$ cat src/rtl/key_tone_selector.sv
// Eight-key tone selector: synchronizes and debounces active-low buttons, picks the
// lowest pressed key and emits its tone half-period. Optional OCTAVE_DOWN_SW_EN adds an octave-down switch.
module key_tone_selector #(
    parameter int DEBOUNCE_CYCLES = 122880,
    parameter int SYNC_STAGES     = 2
) (
    input  logic       clk,
    input  logic       rst,
    input  logic [7:0] keys_n,
`ifdef OCTAVE_DOWN_SW_EN
    input  logic       octave_down_n,
`endif
    output logic [7:0] wave_half_period,
    output logic       note_valid,
    output logic [2:0] active_key
);

`ifdef OCTAVE_DOWN_SW_EN
    localparam int NKEYS = 9;
`else
    localparam int NKEYS = 8;
`endif
    localparam int CNT_W = $clog2(DEBOUNCE_CYCLES + 1);
    localparam logic [CNT_W-1:0] CNT_LAST = CNT_W'(DEBOUNCE_CYCLES - 1);

    localparam logic STATE_SILENT  = 1'b0;
    localparam logic STATE_PLAYING = 1'b1;

    logic [NKEYS-1:0] raw_n;
`ifdef OCTAVE_DOWN_SW_EN
    assign raw_n = {octave_down_n, keys_n};
`else
    assign raw_n = keys_n;
`endif

    logic [SYNC_STAGES-1:0][NKEYS-1:0] sync_q;
    logic [NKEYS-1:0] synced;
    logic [NKEYS-1:0] deb_q;
    logic [CNT_W-1:0] cnt_q [NKEYS];

    always_ff @(posedge clk or posedge rst) begin
        if (rst) begin
            sync_q <= '1;
        end else begin
            sync_q <= {sync_q[SYNC_STAGES-2:0], raw_n};
        end
    end

    assign synced = sync_q[SYNC_STAGES-1];

    // The counter clears at the flip, so it can never pass CNT_LAST and wrap.
    always_ff @(posedge clk or posedge rst) begin
        if (rst) begin
            deb_q <= '1;
            for (int k = 0; k < NKEYS; k++) begin
                cnt_q[k] <= '0;
            end
        end else begin
            for (int k = 0; k < NKEYS; k++) begin
                if (synced[k] == deb_q[k]) begin
                    cnt_q[k] <= '0;
                end else if (cnt_q[k] == CNT_LAST) begin
                    deb_q[k] <= ~deb_q[k];
                    cnt_q[k] <= '0;
                end else begin
                    cnt_q[k] <= cnt_q[k] + 1'b1;
                end
            end
        end
    end

    function automatic logic [7:0] half_period_of(input logic [2:0] idx);
        case (idx)
            3'd0:    half_period_of = 8'd91;
            3'd1:    half_period_of = 8'd81;
            3'd2:    half_period_of = 8'd72;
            3'd3:    half_period_of = 8'd68;
            3'd4:    half_period_of = 8'd60;
            3'd5:    half_period_of = 8'd54;
            3'd6:    half_period_of = 8'd48;
            default: half_period_of = 8'd45;
        endcase
    endfunction

    logic       win_valid;
    logic [2:0] win_idx;
    logic [7:0] win_wave;

    // Scanning downward lets the lowest pressed index overwrite the rest.
    always_comb begin
        win_valid = 1'b0;
        win_idx   = 3'd0;
        for (int k = 7; k >= 0; k--) begin
            if (!deb_q[k]) begin
                win_valid = 1'b1;
                win_idx   = 3'(k);
            end
        end
        win_wave = half_period_of(win_idx);
`ifdef OCTAVE_DOWN_SW_EN
        if (!deb_q[8]) begin
            win_wave = {win_wave[6:0], 1'b1};
        end
`endif
    end

    logic state_q;
    logic next_state;

    always_comb begin
        next_state = state_q;
        case (state_q)
            STATE_SILENT:  if (win_valid)  next_state = STATE_PLAYING;
            STATE_PLAYING: if (!win_valid) next_state = STATE_SILENT;
            default:       next_state = STATE_SILENT;
        endcase
    end

    // Outputs are loaded from the next state so all three move in the same cycle.
    always_ff @(posedge clk or posedge rst) begin
        if (rst) begin
            state_q          <= STATE_SILENT;
            wave_half_period <= 8'd0;
            note_valid       <= 1'b0;
            active_key       <= 3'd0;
        end else begin
            state_q <= next_state;
            if (next_state == STATE_PLAYING) begin
                wave_half_period <= win_wave;
                note_valid       <= 1'b1;
                active_key       <= win_idx;
            end else begin
                wave_half_period <= 8'd0;
                note_valid       <= 1'b0;
                active_key       <= 3'd0;
            end
        end
    end

endmodule

$ cat config.mk
export PLATFORM = sky130hd
export DESIGN_NAME = key_tone_selector
export DESIGN_NICKNAME = d
export VERILOG_FILES = /design/src/rtl/key_tone_selector.sv
export SDC_FILE = /design/constraint.sdc
export NUM_CORES = 1
export LEC_CHECK = 0
export CAP_MARGIN = 15
export CORE_MARGIN = 8
export CORE_UTILIZATION = 48
export CTS_CLUSTER_SIZE = 28
export DETAILED_ROUTE_END_ITERATION = 8
export PLACE_DENSITY = 0.67
export SKIP_CTS_REPAIR_TIMING = 1
export SLEW_MARGIN = 40
export SYNTH_ARGS = -nofsm -noshare
export SYNTH_HDL_FRONTEND = slang
export SYNTH_SLANG_ARGS = --single-unit
$ cat constraint.sdc
create_clock -name clk -period 17.1 [get_ports clk]
set_clock_uncertainty 0.2 [all_clocks]
set_input_delay 5.13 -clock clk [delete_from_list [all_inputs] [get_ports clk]]
set_output_delay 5.13 -clock clk [all_outputs]
set_load 0.01 [all_outputs]
; Yosys cells after proc, flatten, opt, wreduce, memory -nomap -nowiden
; Index checks and enable logic that the tools add are counted.
[op_classes]
addsub = 8
n_eq_ne = 22
muxes = 37
bitwise_logic = 16
n_reduce_logical = 9
[ops]
columns = cell, n
row1 = 2-to-1 mux 17 bit, 16
row2 = "adder 17 x 1 -> 17 bit, second input constant", 8
row3 = "equality test 17 bit, second input constant", 8
row4 = case mux 7 bit (7 select lines), 1
row5 = 2-to-1 mux 3 bit, 9
row6 = NOT 1 bit, 16
row7 = AND reduction 2 bit, 8
row8 = 2-to-1 mux 1 bit, 10
row9 = "equality test 3 bit, second input constant", 3
row10 = equality test 1 bit, 8
row11 = 2-to-1 mux 8 bit, 1
row12 = "equality test 3 x 2 -> 1 bit, second input constant", 2
row13 = "equality test 3 x 1 -> 1 bit, second input constant", 1
row14 = zero test 3 bit, 1
[totals]
register_bits = 172
inputBits = 10
output_inout_bits = 12
wordCells = 113

; Logic depth before layout (Yosys ltp)
[logic_depth]
ltp_word = 11
ltp_mapped = 6
depth_no_buf = 5

; Least setup slack after synthesis
; No wires, ideal clock.
[synth_path]
kind = reg-to-output
start = register active_key[0]
end = output port active_key[0]
arrival_time_ns = 0.376
required_time_ns = 11.770
path_slack_ns = 11.394
stages_incl_launch_ff = 1
path_buffers = 0
path_cell_list = dfrtp_1
[synth_rtl]
columns = element, line
row1 = from (decl), 15  ; output logic [2:0] active_key
row2 = from (signal assigned), 131  ; active_key <= win_idx;
; No word-level cell between the ends.

; Worst setup path after layout
[layout_path]
start = register wave_half_period[5]
end = output port wave_half_period[5]
[layout_rtl]
columns = element, line
row1 = from (decl), 13  ; output logic [7:0] wave_half_period,
row2 = from (signal assigned), 129  ; wave_half_period <= win_wave;
; No word-level cell between the ends.

==> flow_summary.json <==
{
  "async_flop_share_pct": 100,
  "layout_setup_ws_ns": 10.48,
  "grt_setup_unrepaired": "no",
  "r2r_cells": 5,
  "detail_route.wl_per_cell_um": 13.9,
  "start_kind": "flip-flop",
  "worstPathMaxFanout": 1,
  "die-area_um2": 20900,
  "clkLatencyLatePin_ns": 0.42,
  "setup_tns_ns": 0,
  "min_period_over_period_pct": 38.7,
  "total_power_uw": 864,
  "grt_usage_pct": 14.8,
  "synthFlopType": "dfrtp_1",
  "cts_buffers": 17,
  "layoutNonFillerInstCount": 1008,
  "worst_pin_slew_ns": 0.680,
  "grt.overflow.total": 0,
  "grt_pass1_wl_mm": 25.0,
  "grt_antenna_before_repair": 0,
  "ys_ff_latch": 171,
  "numPlacedInstances": 976,
  "reg2reg_slack_ns": 14.92,
  "ant_nets": 0,
  "grt_max_degree": 96,
  "initialDrtViolationCount": 297,
  "synth_edf_count": 0,
  "power_switching_uw": 176,
  "yosys_warnings": 0,
  "syn-mean-instance-area_um2": 10.6,
  "syn_inst": 749,
  "final_cell_mix": "dfrtp_1, nor2_1, xnor2_1, xor2_1",
  "holdPathEnd": "synced[4]",
  "slowest_stage": "clkdlybuf4s50_1",
  "finalCoreUtilization_pct": 54.9,
  "ys_types": 48,
  "num_rows": 47,
  "dpl_worst_slack_ns": 9.93,
  "crit_required_ns": 11.77,
  "nets": 793,
  "clk_pin_slew_worst_paths_ns": 0.06,
  "crit_family": "buffers and inverters",
  "dieWidth_um": 145,
  "dpl.hpwl_mm": 9.54,
  "slowest_delay_ns": 0.53,
  "min_period_ns": 6.62,
  "totalWireLength_mm": 14.0,
  "port_buffers": 20,
  "cts_tree": "built",
  "critical_path.cell_chain": "clkdlybuf4s50_1",
  "cap_violations": 0,
  "drive_above_1_share_pct": 11.3,
  "hold_violations": 0,
  "p_clk_share_pct": 48.4,
  "antennaDiodeCount": 0,
  "coreArea_um2": 16300,
  "critPathArrivalTime_ns": 1.29,
  "relSlewSlack_pct": 54.7,
  "final_common_cell": "dfrtp_1",
  "min_path_cells": 0,
  "critPathKind": "flip-flop to output pin",
  "vias": 5353,
  "synth_area_um2": 7940,
  "power_density_nw_per_um2": 96.2,
  "seqPwrFrac_pct": 48.6,
  "hold_path.class": "flip-flop to flip-flop",
  "vias_per_cell": 5.31,
  "fmax_mhz": 151,
  "worstReg2RegEnd": "cnt_q[126]",
  "swShare_pct": 20.4,
  "seq_area_frac_synth_pct": 54.3,
  "reg2reg_from": "cnt_q[119]",
  "dr.pass1.iters": 4,
  "area_growth_pct": 13.1,
  "grt_pass1_vias": 5410,
  "cts.path.max_buffers": 2,
  "fill_cells": 1447,
  "status": "completed",
  "p_leak_uw": 0.00368,
  "ioPinCount": 22,
  "p_int_uw": 688,
  "critPathCaptureType": "output pin",
  "slew_viol_final": 0,
  "route.detailed.drc": 0,
  "ctsHtreeMaxLevel": 4,
  "clockRootBuffer": "clkbuf_16",
  "hp-start": "sync_q[4]",
  "die_height_um": 145,
  "cts_sinks": 171,
  "globalplace.congestion": 0.790,
  "vdd.ir_drop.worst_uv": 72.8,
  "setup_violations": 0,
  "pwr-share-comb_pct": 3.0,
  "start_util_pct": 48.6,
  "synth_nets": 767,
  "worst-path-buf-inv": 1
}
==> area by class of cell <==
type                    count  area [um^2]  share of cell area, %
flip-flops and latches    171         4310                   48.0
multi-input cells         541         3440                   38.3
clock buffers              21          460                   5.13
well taps                 220          275                   3.06
repair buffers             21          211                   2.35
clock inverters            11          190                   2.12
inverters                  23         93.8                   1.04
==> kinds of logic after synthesis <==
family	Yosys count	synth area share, %
other	1	0.0472
xor gates and xnor gates	121	13.3
muxes	11	1.51
buffers and inverters	37	2.38
AOI/OAI and AO/OA	32	2.82
adders and majority gates	8	1.26
and+or+nand+nor	368	24.3
DFF	171	54.3
==> per-stage QoR <==
stage | area (um^2) | hold slack (ns)
CTS | 8980 | 0.158
finish | 8980 | 0.156
floorplan | 7940 | 0.145
global route | 8980 | 0.161
detailed placement | 8330 | 0.149
global placement | 8320 | 0.146
==> layer usage <==
metal,wire length [um],global-route usage (%)
met1,6580,18.8
met5,0,0
met3,419,2.94
met4,201,5.48
met2,6760,24.7
==> Yosys cell counts, types with 16 or more instances <==
| cell type | n | share of area (%) |
|---|---|---|
| and4_1 | 16 | 1.8 |
| nand3_1 | 40 | 2.5 |
| xor2_1 | 51 | 5.6 |
| dfstp_2 | 24 | 7.9 |
| inv_1 | 23 | 1.1 |
| nand2_1 | 43 | 2.0 |
| nor4_1 | 26 | 2.0 |
| dfrtp_1 | 147 | 46 |
| xnor2_1 | 70 | 7.7 |
| nor2_1 | 141 | 6.7 |
| nor3_1 | 19 | 1.2 |
| nand4_1 | 43 | 3.4 |
==> power by group through the flow <==
stage	Combinational, uW	Clock, uW	Sequential (uW)
6_report	25.9	418	419
3_3_place_gp	25.3	0	426
3_5_place_dp	26.7	0	427
2_1_floorplan	20.9	0	425
4_1_cts	26.7	428	419
5_1_grt	30.6	445	420
==> flip-flops by register name, indices dropped and copies added (netlist names) <==
register and count:
cnt_q 136, active_key 3, deb_q 8, synced 8
wave_half_period 7, sync_q 8, note_valid 1
==> worst max-delay path by stage <==
stage                   startpoint                  end  slack (ns)  depth (start not counted)
2_1_floorplan                  rst        active_key[0]        7.18                          1
4_1_cts                        rst            cnt_q[60]       10.39                          3
6_report       wave_half_period[5]  wave_half_period[5]       10.48                          1
5_1_grt                        rst            cnt_q[60]       10.32                          3
3_5_place_dp                   rst            cnt_q[60]        9.93                          3
3_3_place_gp                   rst            cnt_q[60]        9.68                          3
No activity file was read; power rests on OpenSTA's default activity.
